==> config.mk <==
export PLATFORM = sky130hd
export DESIGN_NAME = rs485_frame_echo_flat
export DESIGN_NICKNAME = d
export VERILOG_FILES = /design/src/rtl/rs485_pkg.sv /design/src/rtl/rs485_frame_echo_if.sv /design/src/rtl/rs485_frame_ram.sv /design/src/rtl/rs485_frame_echo.sv /design/src/flat_wrapper.sv
export SDC_FILE = /design/constraint.sdc
export NUM_CORES = 1
export LEC_CHECK = 0
export BUFFER_PORTS_ARGS = -buffer_cell sky130_fd_sc_hd__buf_2
export CORE_ASPECT_RATIO = 0.5
export CORE_MARGIN = 2
export CORE_UTILIZATION = 45
export CTS_CLUSTER_DIAMETER = 100
export DETAILED_ROUTE_END_ITERATION = 16
export PLACE_DENSITY = 0.65
export SYNTH_ARGS = -nofsm -noshare
export SYNTH_HDL_FRONTEND = slang
export SYNTH_SLANG_ARGS = --single-unit
==> constraint.sdc <==
create_clock -name clk -period 7.7 [get_ports clk]
set_clock_uncertainty 0.2 [all_clocks]
set_input_delay 0.385 -clock clk [delete_from_list [all_inputs] [get_ports clk]]
set_output_delay 0.385 -clock clk [all_outputs]
set_load 0.01 [all_outputs]
==> src/rtl/rs485_pkg.sv <==
// Shared types and defaults for the RS485 frame echo block.
// Default gap/turnaround values assume a 16x oversample clock at 9600 baud.
package rs485_pkg;

  // Control FSM encoding; exported on the debug port of the top level.
  typedef enum logic [2:0] {
    ST_IDLE      = 3'd0,
    ST_RECV      = 3'd1,
    ST_TURN      = 3'd2,
    ST_LOAD      = 3'd3,
    ST_SEND      = 3'd4,
    ST_WAIT_BUSY = 3'd5,
    ST_WAIT_IDLE = 3'd6
  } state_t;

  // 3.5 character times at 16 ticks per bit, 10 bits per character.
  localparam int DEF_GAP_TICKS  = 560;
  // Half-duplex bus turnaround before the first echoed byte.
  localparam int DEF_TURN_TICKS = 32;
  // Counter width; must hold max(GAP_TICKS, TURN_TICKS).
  localparam int DEF_GAP_W      = 12;

endpackage

==> src/rtl/rs485_frame_echo_if.sv <==
// Byte-level link between the echo controller and the rs485_rx/rs485_tx PHYs.
//
// Handshake semantics:
//   rx side : rs485_rx_valid is a one-cycle strobe; rs485_rx_data is only
//             meaningful in that cycle. There is no back-pressure.
//   tx side : rs485_tx_idle acts as "ready". A character is transferred when
//             rs485_tx_en is high for one cycle while rs485_tx_idle was high on
//             the cycle the request was issued. rs485_tx_data is held stable
//             from the cycle before rs485_tx_en until the next load.
interface rs485_frame_echo_if #(
  parameter int DATA_W = 8
);
  logic [DATA_W-1:0] rs485_rx_data;
  logic              rs485_rx_valid;
  logic              rs485_tx_idle;
  logic [DATA_W-1:0] rs485_tx_data;
  logic              rs485_tx_en;

  // Echo controller side.
  modport master (
    input  rs485_rx_data,
    input  rs485_rx_valid,
    input  rs485_tx_idle,
    output rs485_tx_data,
    output rs485_tx_en
  );

  // PHY side (receiver drives data/valid, transmitter reports idle).
  modport slave (
    output rs485_rx_data,
    output rs485_rx_valid,
    output rs485_tx_idle,
    input  rs485_tx_data,
    input  rs485_tx_en
  );
endinterface

==> src/rtl/rs485_frame_ram.sv <==
// Simple dual-port frame buffer: one write port, one registered read port,
// both on clk. Contents are intentionally not reset.
module rs485_frame_ram #(
  parameter int DATA_W = 8,
  parameter int ADDR_W = 6
) (
  input  logic              clk,
  input  logic              we,
  input  logic [ADDR_W-1:0] waddr,
  input  logic [DATA_W-1:0] wdata,
  input  logic [ADDR_W-1:0] raddr,
  output logic [DATA_W-1:0] rdata
);

  logic [DATA_W-1:0] mem [2**ADDR_W];

  // Write port and registered read port (one-cycle read latency).
  always_ff @(posedge clk) begin
    if (we) mem[waddr] <= wdata;
    rdata <= mem[raddr];
  end

endmodule

==> src/rtl/rs485_frame_echo.sv <==
// RS485 frame echo: buffers one received frame, closes it after an idle gap,
// waits a bus turnaround time, then replays it through the transmitter.
module rs485_frame_echo
  import rs485_pkg::*;
#(
  parameter int DATA_W     = 8,
  parameter int ADDR_W     = 6,
  parameter int GAP_TICKS  = DEF_GAP_TICKS,
  parameter int TURN_TICKS = DEF_TURN_TICKS,
  parameter int GAP_W      = DEF_GAP_W
) (
  input  logic              clk,
  input  logic              reset_n,
  rs485_frame_echo_if.master bus,
  output logic [ADDR_W:0]   frame_len,
  output logic              frame_done,
  output logic              overflow,
  output logic              collision,
  output logic              busy,
  output state_t            state_dbg
);

  // DEPTH expressed in the ADDR_W+1 bit counter domain.
  localparam logic [ADDR_W:0] DEPTH_V   = {1'b1, {ADDR_W{1'b0}}};
  localparam logic [GAP_W-1:0] GAP_LAST  = GAP_W'(GAP_TICKS - 1);
  localparam logic [GAP_W-1:0] TURN_LAST = GAP_W'(TURN_TICKS - 1);

  state_t            state, state_d;
  logic [ADDR_W:0]   cnt, cnt_d;
  logic [ADDR_W:0]   rptr, rptr_d;
  logic [GAP_W-1:0]  gap, gap_d;
  logic [GAP_W-1:0]  tcnt, tcnt_d;
  logic [ADDR_W:0]   len_d;
  logic [DATA_W-1:0] tx_data_q, tx_data_d;
  logic              tx_en_q, tx_en_d;
  logic              done_d, ov_d, col_d;
  logic              ld_wait, ld_wait_d;
  logic              ram_we;
  logic [ADDR_W-1:0] ram_waddr;
  logic [DATA_W-1:0] ram_rdata;

  // The read address follows rptr continuously; LOAD spends one cycle
  // letting the registered read settle before capturing it.
  rs485_frame_ram #(
    .DATA_W (DATA_W),
    .ADDR_W (ADDR_W)
  ) u_ram (
    .clk   (clk),
    .we    (ram_we),
    .waddr (ram_waddr),
    .wdata (bus.rs485_rx_data),
    .raddr (rptr[ADDR_W-1:0]),
    .rdata (ram_rdata)
  );

  // Next-state, counter and output decode.
  always_comb begin
    state_d   = state;
    cnt_d     = cnt;
    rptr_d    = rptr;
    gap_d     = gap;
    tcnt_d    = tcnt;
    len_d     = frame_len;
    tx_data_d = tx_data_q;
    tx_en_d   = 1'b0;
    done_d    = 1'b0;
    ov_d      = overflow;
    col_d     = collision;
    ld_wait_d = 1'b0;
    ram_we    = 1'b0;
    ram_waddr = cnt[ADDR_W-1:0];

    case (state)
      ST_IDLE: begin
        if (bus.rs485_rx_valid) begin
          ram_we    = 1'b1;
          ram_waddr = '0;
          cnt_d     = {{ADDR_W{1'b0}}, 1'b1};
          gap_d     = '0;
          ov_d      = 1'b0;
          col_d     = 1'b0;
          state_d   = ST_RECV;
        end
      end
      ST_RECV: begin
        // A byte on the closing cycle wins: the frame stays open.
        if (bus.rs485_rx_valid) begin
          gap_d = '0;
          if (cnt < DEPTH_V) begin
            ram_we = 1'b1;
            cnt_d  = cnt + 1'b1;
          end else begin
            ov_d = 1'b1;
          end
        end else if (gap == GAP_LAST) begin
          len_d   = cnt;
          rptr_d  = '0;
          tcnt_d  = '0;
          state_d = ST_TURN;
        end else begin
          gap_d = gap + 1'b1;
        end
      end
      ST_TURN: begin
        if (tcnt == TURN_LAST) state_d = ST_LOAD;
        else                   tcnt_d  = tcnt + 1'b1;
      end
      ST_LOAD: begin
        if (!ld_wait) begin
          ld_wait_d = 1'b1;
        end else begin
          tx_data_d = ram_rdata;
          state_d   = ST_SEND;
        end
      end
      ST_SEND: begin
        if (bus.rs485_tx_idle) begin
          tx_en_d = 1'b1;
          rptr_d  = rptr + 1'b1;
          state_d = ST_WAIT_BUSY;
        end
      end
      ST_WAIT_BUSY: begin
        if (!bus.rs485_tx_idle) state_d = ST_WAIT_IDLE;
      end
      ST_WAIT_IDLE: begin
        if (bus.rs485_tx_idle) begin
          if (rptr == frame_len) begin
            done_d  = 1'b1;
            state_d = ST_IDLE;
          end else begin
            state_d = ST_LOAD;
          end
        end
      end
      default: state_d = ST_IDLE;
    endcase

    // Received bytes while the bus is ours are dropped and flagged.
    if (bus.rs485_rx_valid &&
        (state inside {ST_TURN, ST_LOAD, ST_SEND, ST_WAIT_BUSY, ST_WAIT_IDLE}))
      col_d = 1'b1;
  end

  // FSM state register.
  always_ff @(posedge clk or negedge reset_n) begin
    if (!reset_n) state <= ST_IDLE;
    else          state <= state_d;
  end

  // Counters, pointers and registered outputs.
  always_ff @(posedge clk or negedge reset_n) begin
    if (!reset_n) begin
      cnt        <= '0;
      rptr       <= '0;
      gap        <= '0;
      tcnt       <= '0;
      frame_len  <= '0;
      tx_data_q  <= '0;
      tx_en_q    <= 1'b0;
      frame_done <= 1'b0;
      overflow   <= 1'b0;
      collision  <= 1'b0;
      ld_wait    <= 1'b0;
    end else begin
      cnt        <= cnt_d;
      rptr       <= rptr_d;
      gap        <= gap_d;
      tcnt       <= tcnt_d;
      frame_len  <= len_d;
      tx_data_q  <= tx_data_d;
      tx_en_q    <= tx_en_d;
      frame_done <= done_d;
      overflow   <= ov_d;
      collision  <= col_d;
      ld_wait    <= ld_wait_d;
    end
  end

  assign bus.rs485_tx_data = tx_data_q;
  assign bus.rs485_tx_en   = tx_en_q;
  assign busy              = (state != ST_IDLE);
  assign state_dbg         = state;

endmodule

==> src/flat_wrapper.sv <==
// flat-port wrapper written by rule: the top's interface ports become plain ports
module rs485_frame_echo_flat import rs485_pkg::*;
#(
  parameter int DATA_W     = 8,
  parameter int ADDR_W     = 6,
  parameter int GAP_TICKS  = DEF_GAP_TICKS,
  parameter int TURN_TICKS = DEF_TURN_TICKS,
  parameter int GAP_W      = DEF_GAP_W
)
  (clk, reset_n, frame_len, frame_done, overflow, collision, busy, state_dbg, bus_rs485_rx_data, bus_rs485_rx_valid, bus_rs485_tx_idle, bus_rs485_tx_data, bus_rs485_tx_en);
  rs485_frame_echo_if #(.DATA_W(DATA_W)) bus_i ();
  input  logic clk;
  input  logic reset_n;
  output logic [ADDR_W:0] frame_len;
  output logic frame_done;
  output logic overflow;
  output logic collision;
  output logic busy;
  output state_t state_dbg;
  input wire logic [$bits(bus_i.rs485_rx_data)-1:0] bus_rs485_rx_data;
  input wire logic [$bits(bus_i.rs485_rx_valid)-1:0] bus_rs485_rx_valid;
  input wire logic [$bits(bus_i.rs485_tx_idle)-1:0] bus_rs485_tx_idle;
  output wire logic [$bits(bus_i.rs485_tx_data)-1:0] bus_rs485_tx_data;
  output wire logic [$bits(bus_i.rs485_tx_en)-1:0] bus_rs485_tx_en;
  assign bus_i.rs485_rx_data = bus_rs485_rx_data;
  assign bus_i.rs485_rx_valid = bus_rs485_rx_valid;
  assign bus_i.rs485_tx_idle = bus_rs485_tx_idle;
  assign bus_rs485_tx_data = bus_i.rs485_tx_data;
  assign bus_rs485_tx_en = bus_i.rs485_tx_en;
  rs485_frame_echo #(.DATA_W(DATA_W), .ADDR_W(ADDR_W), .GAP_TICKS(GAP_TICKS), .TURN_TICKS(TURN_TICKS), .GAP_W(GAP_W)) u_core (.clk(clk), .reset_n(reset_n), .bus(bus_i), .frame_len(frame_len), .frame_done(frame_done), .overflow(overflow), .collision(collision), .busy(busy), .state_dbg(state_dbg));
endmodule
==> Word level (Yosys, flattened, before mapping) <==
Memory sizes are Yosys's and may differ from the RTL's. A register that Yosys moved wholly into a read port is not among the register bits.
Cells that the tools add are included.
{ "word_totals": {"out_inout_bits": 23, "ram_bits": 512, "memories": 1, "elab_cells": 106, "register_bits": 61, "latch_bits": 0, "mem_bits_ro": 0, "inputBits": 12} }
{ "op_classes": {"order_cmp": 1, "reduce_logical": 18, "shift": 0, "n_bitwise": 1, "div_mod_pow": 0, "add_sub_neg": 4, "mux": 47, "eq_ne": 22, "n_mul": 0} }
{ "mem_list": {"columns": ["memory", "depth", "word_bits", "read_ports", "rd_ports_with_merged_regs", "write_ports", "line_no", "text"], "rows": [
  ["u_core.u_ram.mem", 64, 8, 1, 1, 1, "rs485_frame_ram.sv:15", "logic [DATA_W-1:0] mem [2**ADDR_W];"]
]} }
{ "ops": {"columns": ["op", "count"], "rows": [
  ["$mux W12", 6],
  ["$pmux W12 S2", 2],
  ["$mux W7", 6],
  ["$pmux W7 S2", 2],
  ["$add A12 B1 Y12 const B", 2],
  ["$mux W3", 8],
  ["$pmux W3 S7", 1],
  ["$mux W1", 17],
  ["$ne A2 B2 Y1 const B", 8],
  ["$reduce_and A4 Y1", 4],
  ["$add A7 B1 Y7 const B", 2],
  ["$eq A12 B10 Y1 const B", 1],
  ["$eq A12 B5 Y1 const B", 1],
  ["$mux W6", 2],
  ["$reduce_bool A2 Y1", 5],
  ["$eq A3 B3 Y1 const B", 3],
  ["$ne A2 B1 Y1 const B", 4],
  ["$reduce_and A8 Y1", 1],
  ["$eq A7 B7 Y1", 1],
  ["$lt A7 B7 Y1 const B", 1],
  ["$eq A3 B2 Y1 const B", 2],
  ["$reduce_and A3 Y1", 2],
  ["$reduce_bool A5 Y1", 1],
  ["$pmux W1 S2", 2],
  ["other kinds (8)", 9]
]} }

==> Depth between registers and ports, before layout <==
{ "logic_depth": {"ltp_word": 6, "depth_mapped": 9, "mapped_depth_nobuf": 7} }

==> By module <==
A second synthesis with hierarchy kept.
{ "hier_totals": {"cells_unflattened": 1243, "hier_area_um2": 23252.3} }
{ "by_module_without_submodules": {"columns": ["module", "seq_area_each_um2", "area_each_um2", "cells_per_inst", "n_inst"], "rows": [
  ["rs485_frame_ram", 15534.9, 20166.8, 940, 1],
  ["rs485_frame_echo", 1526.5, 3085.5, 303, 1]
]} }

==> Worst setup path after synthesis <==
Ideal clock, no wire load.
{ "synth_path": {"kind": "reg2reg", "from": "register u_core.state[1] (netlist: u_core.state_dbg[1])", "to": "memory u_core.u_ram.mem[38][0] (enable)", "synth_period_minus_slack_ns": 2.840, "t_arrival_ns": 2.257, "setup_slack_ns": 4.860, "stages_incl_launch_ff": 9, "setup_time_ns": 0.383, "path_buffers": 2, "required_ns": 7.117, "path_cell_list": "dfrtp_1 -> buf_2 -> inv_1 -> ha_1 -> and3_1 -> buf_2 -> and3_1 -> nand2_1 -> nor3_1"} }
{ "synth_between": {"elab_chain_cells": 4, "word_cells_on_any_way": 6, "cone_classes": "eq/ne: 1; mux: 4; reduce/logical: 1"} }
{ "synth_rtl": {"columns": ["item", "line_no", "text"], "rows": [
  ["start: declaration", "rs485_frame_echo.sv:28", "state_t state, state_d;"],
  ["start signal: assignment", "rs485_frame_echo.sv:148", "else state <= state_d;"],
  ["$eq A3 B1 Y1 / $logic_not A3 Y1 (equally long branches)", "rs485_frame_echo.sv:73", "case (state)"],
  ["$pmux W1 S2", "rs485_frame_echo.sv:73", null],
  ["$mux W1", "rs485_frame_ram.sv:19", "if (we) mem[waddr] <= wdata;"],
  ["$mux W1 (implied by the code)", "rs485_frame_ram.sv:19", null],
  ["end: declaration", "rs485_frame_ram.sv:15", null]
]} }
Parallel ways exist; a longest one is shown, timed or not.

==> flow_summary.json <==
{
  "ys_seq_area_share_pct": 72.7,
  "synth_fa_ha_area_share_pct": 0.266,
  "synth_top_area_share_pct": 65.5,
  "setup_viol": 0,
  "cts_tree": "built",
  "grt_first_pass_wirelength_mm": 75.2,
  "synth_fp_nets": 1320,
  "core-area_mm2": 0.0517,
  "cts_setup_buffers": 0,
  "crit_path_start_kind": "register",
  "htree_num_levels": 2,
  "setup-tns-final_ns": 0,
  "regToRegSetupSlack_ns": 4.13,
  "leakage_nw": 8.46,
  "worstPathArrival_ns": 3.84,
  "synth_top_family_by_area": "multiplexers",
  "cts_root_buf": "clkbuf_16",
  "dr.first_iter.drc_count": 1158,
  "outcome": "finished, final reports clean",
  "timing_hold_violations_final": 0,
  "place_inst": 1984,
  "place_ws_ns": 3.99,
  "die_h_um": 166,
  "antenna_found_initial": 0,
  "endpoint_kind": "register",
  "holdCritStartpoint": "bus_rs485_rx_valid",
  "timing.rr.end": "u_core.u_ram.rdata[3]",
  "dpl.hpwl_mm": 30.4,
  "wl_mm": 49.6,
  "wl_per_cell_um": 23.9,
  "place_congestion": 0.789,
  "synthCells": 1303,
  "finalCritPeriodShare_pct": 46.4,
  "drc": 0,
  "final_nets": 1356,
  "crit_fanout": 82,
  "synth-xor-area-share_pct": 1.27,
  "final_max_slew_viol_count": 0,
  "numCtsBuffers": 52,
  "syn-cell-area_mm2": 0.0235,
  "path_clk_slew_ns": 0.06,
  "cts.sinks": 581,
  "slew_headroom_pct": 16.5,
  "ys_seq_elements": 581,
  "worstHoldPathCells": 2,
  "clk_latency_ns": 0.57,
  "cp.required_ns": 7.97,
  "cts_hold_buffers": 2,
  "synth_simple_gate_area_share_pct": 7.34,
  "synth_ff_type": "edfxtp_1",
  "area_growth_pct": 10.0,
  "ioPinCount": 35,
  "synth_edf_count": 512,
  "yosysTopAreaCell": "edfxtp_1",
  "clock.fmax_mhz": 280,
  "grt_pass1_vias": 11900,
  "avgSynthCellArea_um2": 18.0,
  "synth_cell_type_count": 68,
  "yosys_warnings": 0,
  "final.min_clock_period_ns": 3.57,
  "viasPerCell": 5.71,
  "grt.overflow.total": 0,
  "post_cts_resized": 0,
  "crit_type": "register to register",
  "grt_max_degree": 83,
  "reg2reg_depth": 6,
  "grtUsageTotal_pct": 18.6,
  "maxCapViolations": 0,
  "die_w_um": 327,
  "synth_compound_area_share_pct": 2.38,
  "diodes": 0,
  "die_area_mm2": 0.0541,
  "timing.rr.start": "u_core.rptr[0]",
  "synthArstFlopShare_pct": 10.5,
  "synthTopCellsByArea": "edfxtp_1, mux4_2, dfrtp_1, nand2_1, nor2_1",
  "min_to": "u_core.collision",
  "first_pass_iters": 6,
  "port_buffers": 34,
  "worstMarginPinSlew_ns": 1.25,
  "peakVddDrop_mv": 0.174,
  "initial_core_util_pct": 45.4,
  "post-route-worst-setup-slack_ns": 4.13,
  "grt_setup_unrepaired": "false",
  "p_per_area_mw_per_mm2": 311,
  "synth.mux.area_fraction_pct": 14.1,
  "num_vias": 11900,
  "row_count": 59,
  "p_total_w": 0.00803,
  "drive_gt1_share_pct": 19.4,
  "holdCritPathClass": "input pin to register",
  "stdcell_count": 2078,
  "cts_buffer_depth": 3,
  "antenna_left": 0
}
layout by cell type, fill, tap and decap left out, types with 4 or more instances in the layout:
| cell type | count |
|---|---|
| mux4_2 | 113 |
| nand2b_1 | 33 |
| mux4_1 | 14 |
| edfxtp_1 | 512 |
| dfxtp_1 | 8 |
| o21ai_0 | 12 |
| xnor2_1 | 10 |
| clkbuf_1 | 16 |
| inv_1 | 6 |
| and3_1 | 15 |
| clkbuf_8 | 4 |
| mux2i_1 | 18 |
| buf_2 | 34 |
| mux2_2 | 19 |
| o22ai_1 | 15 |
| clkinv_2 | 8 |
| a21oi_1 | 12 |
| nand2_1 | 118 |
| nor2b_1 | 10 |
| o2111ai_1 | 5 |
| buf_4 | 13 |
| o21ai_1 | 15 |
| nor3_1 | 8 |
| nand3_1 | 24 |
| and4_1 | 4 |
| nand4_1 | 13 |
| dfrtp_1 | 58 |
| clkbuf_16 | 53 |
| nor2_1 | 107 |
| xor2_1 | 24 |
| clkinv_1 | 8 |
| ha_1 | 5 |
how the worst max path moves through the flow:
stage                        start  cells after the start                       to
6_report            u_core.rptr[0]                      6    u_core.u_ram.rdata[3]
5_1_grt             u_core.rptr[0]                      6    u_core.u_ram.rdata[3]
4_1_cts             u_core.rptr[0]                      6    u_core.u_ram.rdata[3]
3_5_place_dp        u_core.rptr[0]                      6    u_core.u_ram.rdata[3]
3_3_place_gp        u_core.rptr[0]                      6    u_core.u_ram.rdata[0]
2_1_floorplan  u_core.state_dbg[1]                      8  u_core.u_ram.mem[38][0]
critical path, stage by stage, from the launching register on:
cell and delay (ns):
dfrtp_4 1.03, buf_4 0.90, mux4_1 0.66, mux2_2 0.27
nand2_1 0.06, o211ai_1 0.09, and3_1 0.22
cell usage after synthesis, types with 11 or more instances:
cell type  count
buf_6         11
nand2_1      118
mux4_1        14
o22ai_1       15
nand4_1       13
edfxtp_1     512
nand2b_1      33
mux2i_1       18
and3_1        15
nor2_1       107
a21oi_1       12
o21ai_0       12
dfrtp_1       61
clkbuf_1      20
nand3_1       24
buf_2         22
mux4_2       113
xor2_1        24
o21ai_1       15
mux2_2        19
kinds of logic (layout without fill, tap and decap cells):
kind of cell	after synthesis	after routing
AND/OR/NAND/NOR	359	359
multiplexers	165	165
adder cells (fa/ha/maj)	5	5
XOR/XNOR	34	34
AO/OA/AOI/OAI	85	85
buffers and inverters	74	148
flip-flops	581	581
through the flow:
step / hold slack, ns / instance area [µm²] / utilization (%)
after global routing: 0.0375 / 25800 / 49.9
after floorplan: -0.111 / 23500 / -
after detailed placement: 0.264 / 24200 / 46.8
final: 0.0408 / 25800 / 49.9
after global placement: 0.251 / 24200 / 46.8
after CTS: 0.0216 / 25800 / 49.9
sequential cells by signal (all words and copies together) (netlist names), 3 cells and up:
signal	flops
u_core.u_ram.mem	512
u_core.bus.rs485_tx_data	8
u_core.state_dbg	3
u_core.u_ram.rdata	8
u_core.cnt	7
u_core.rptr	7
u_core.tcnt	12
u_core.gap	12
u_core.frame_len	7
layout make-up:
cell class	count	area, µm²
Clock buffer	73	1440
Clock inverter	19	165
Fill cell	4099	25900
Inverter	7	26.3
Multi-Input combinational cell	648	5970
Sequential cell	581	17100
Tap cell	701	877
Timing Repair Buffer	49	288
metal layers:
metal  vias to the layer above  routed length, µm  GRT usage [%]
li1                       5185                  -              -
met1                      6230              21300           26.4
met2                       395              23700           30.0
met3                        61               3690           3.51
met4                         0                965           4.36
met5                         -                  0              0
power breakdown:
part	switching, W	internal, W
Sequential	0.000282	0.00355
Clock	0.00111	0.00140
Combinational	0.000862	0.000835
Total	0.00225	0.00578
No activity file was read; power rests on OpenSTA's default activity.
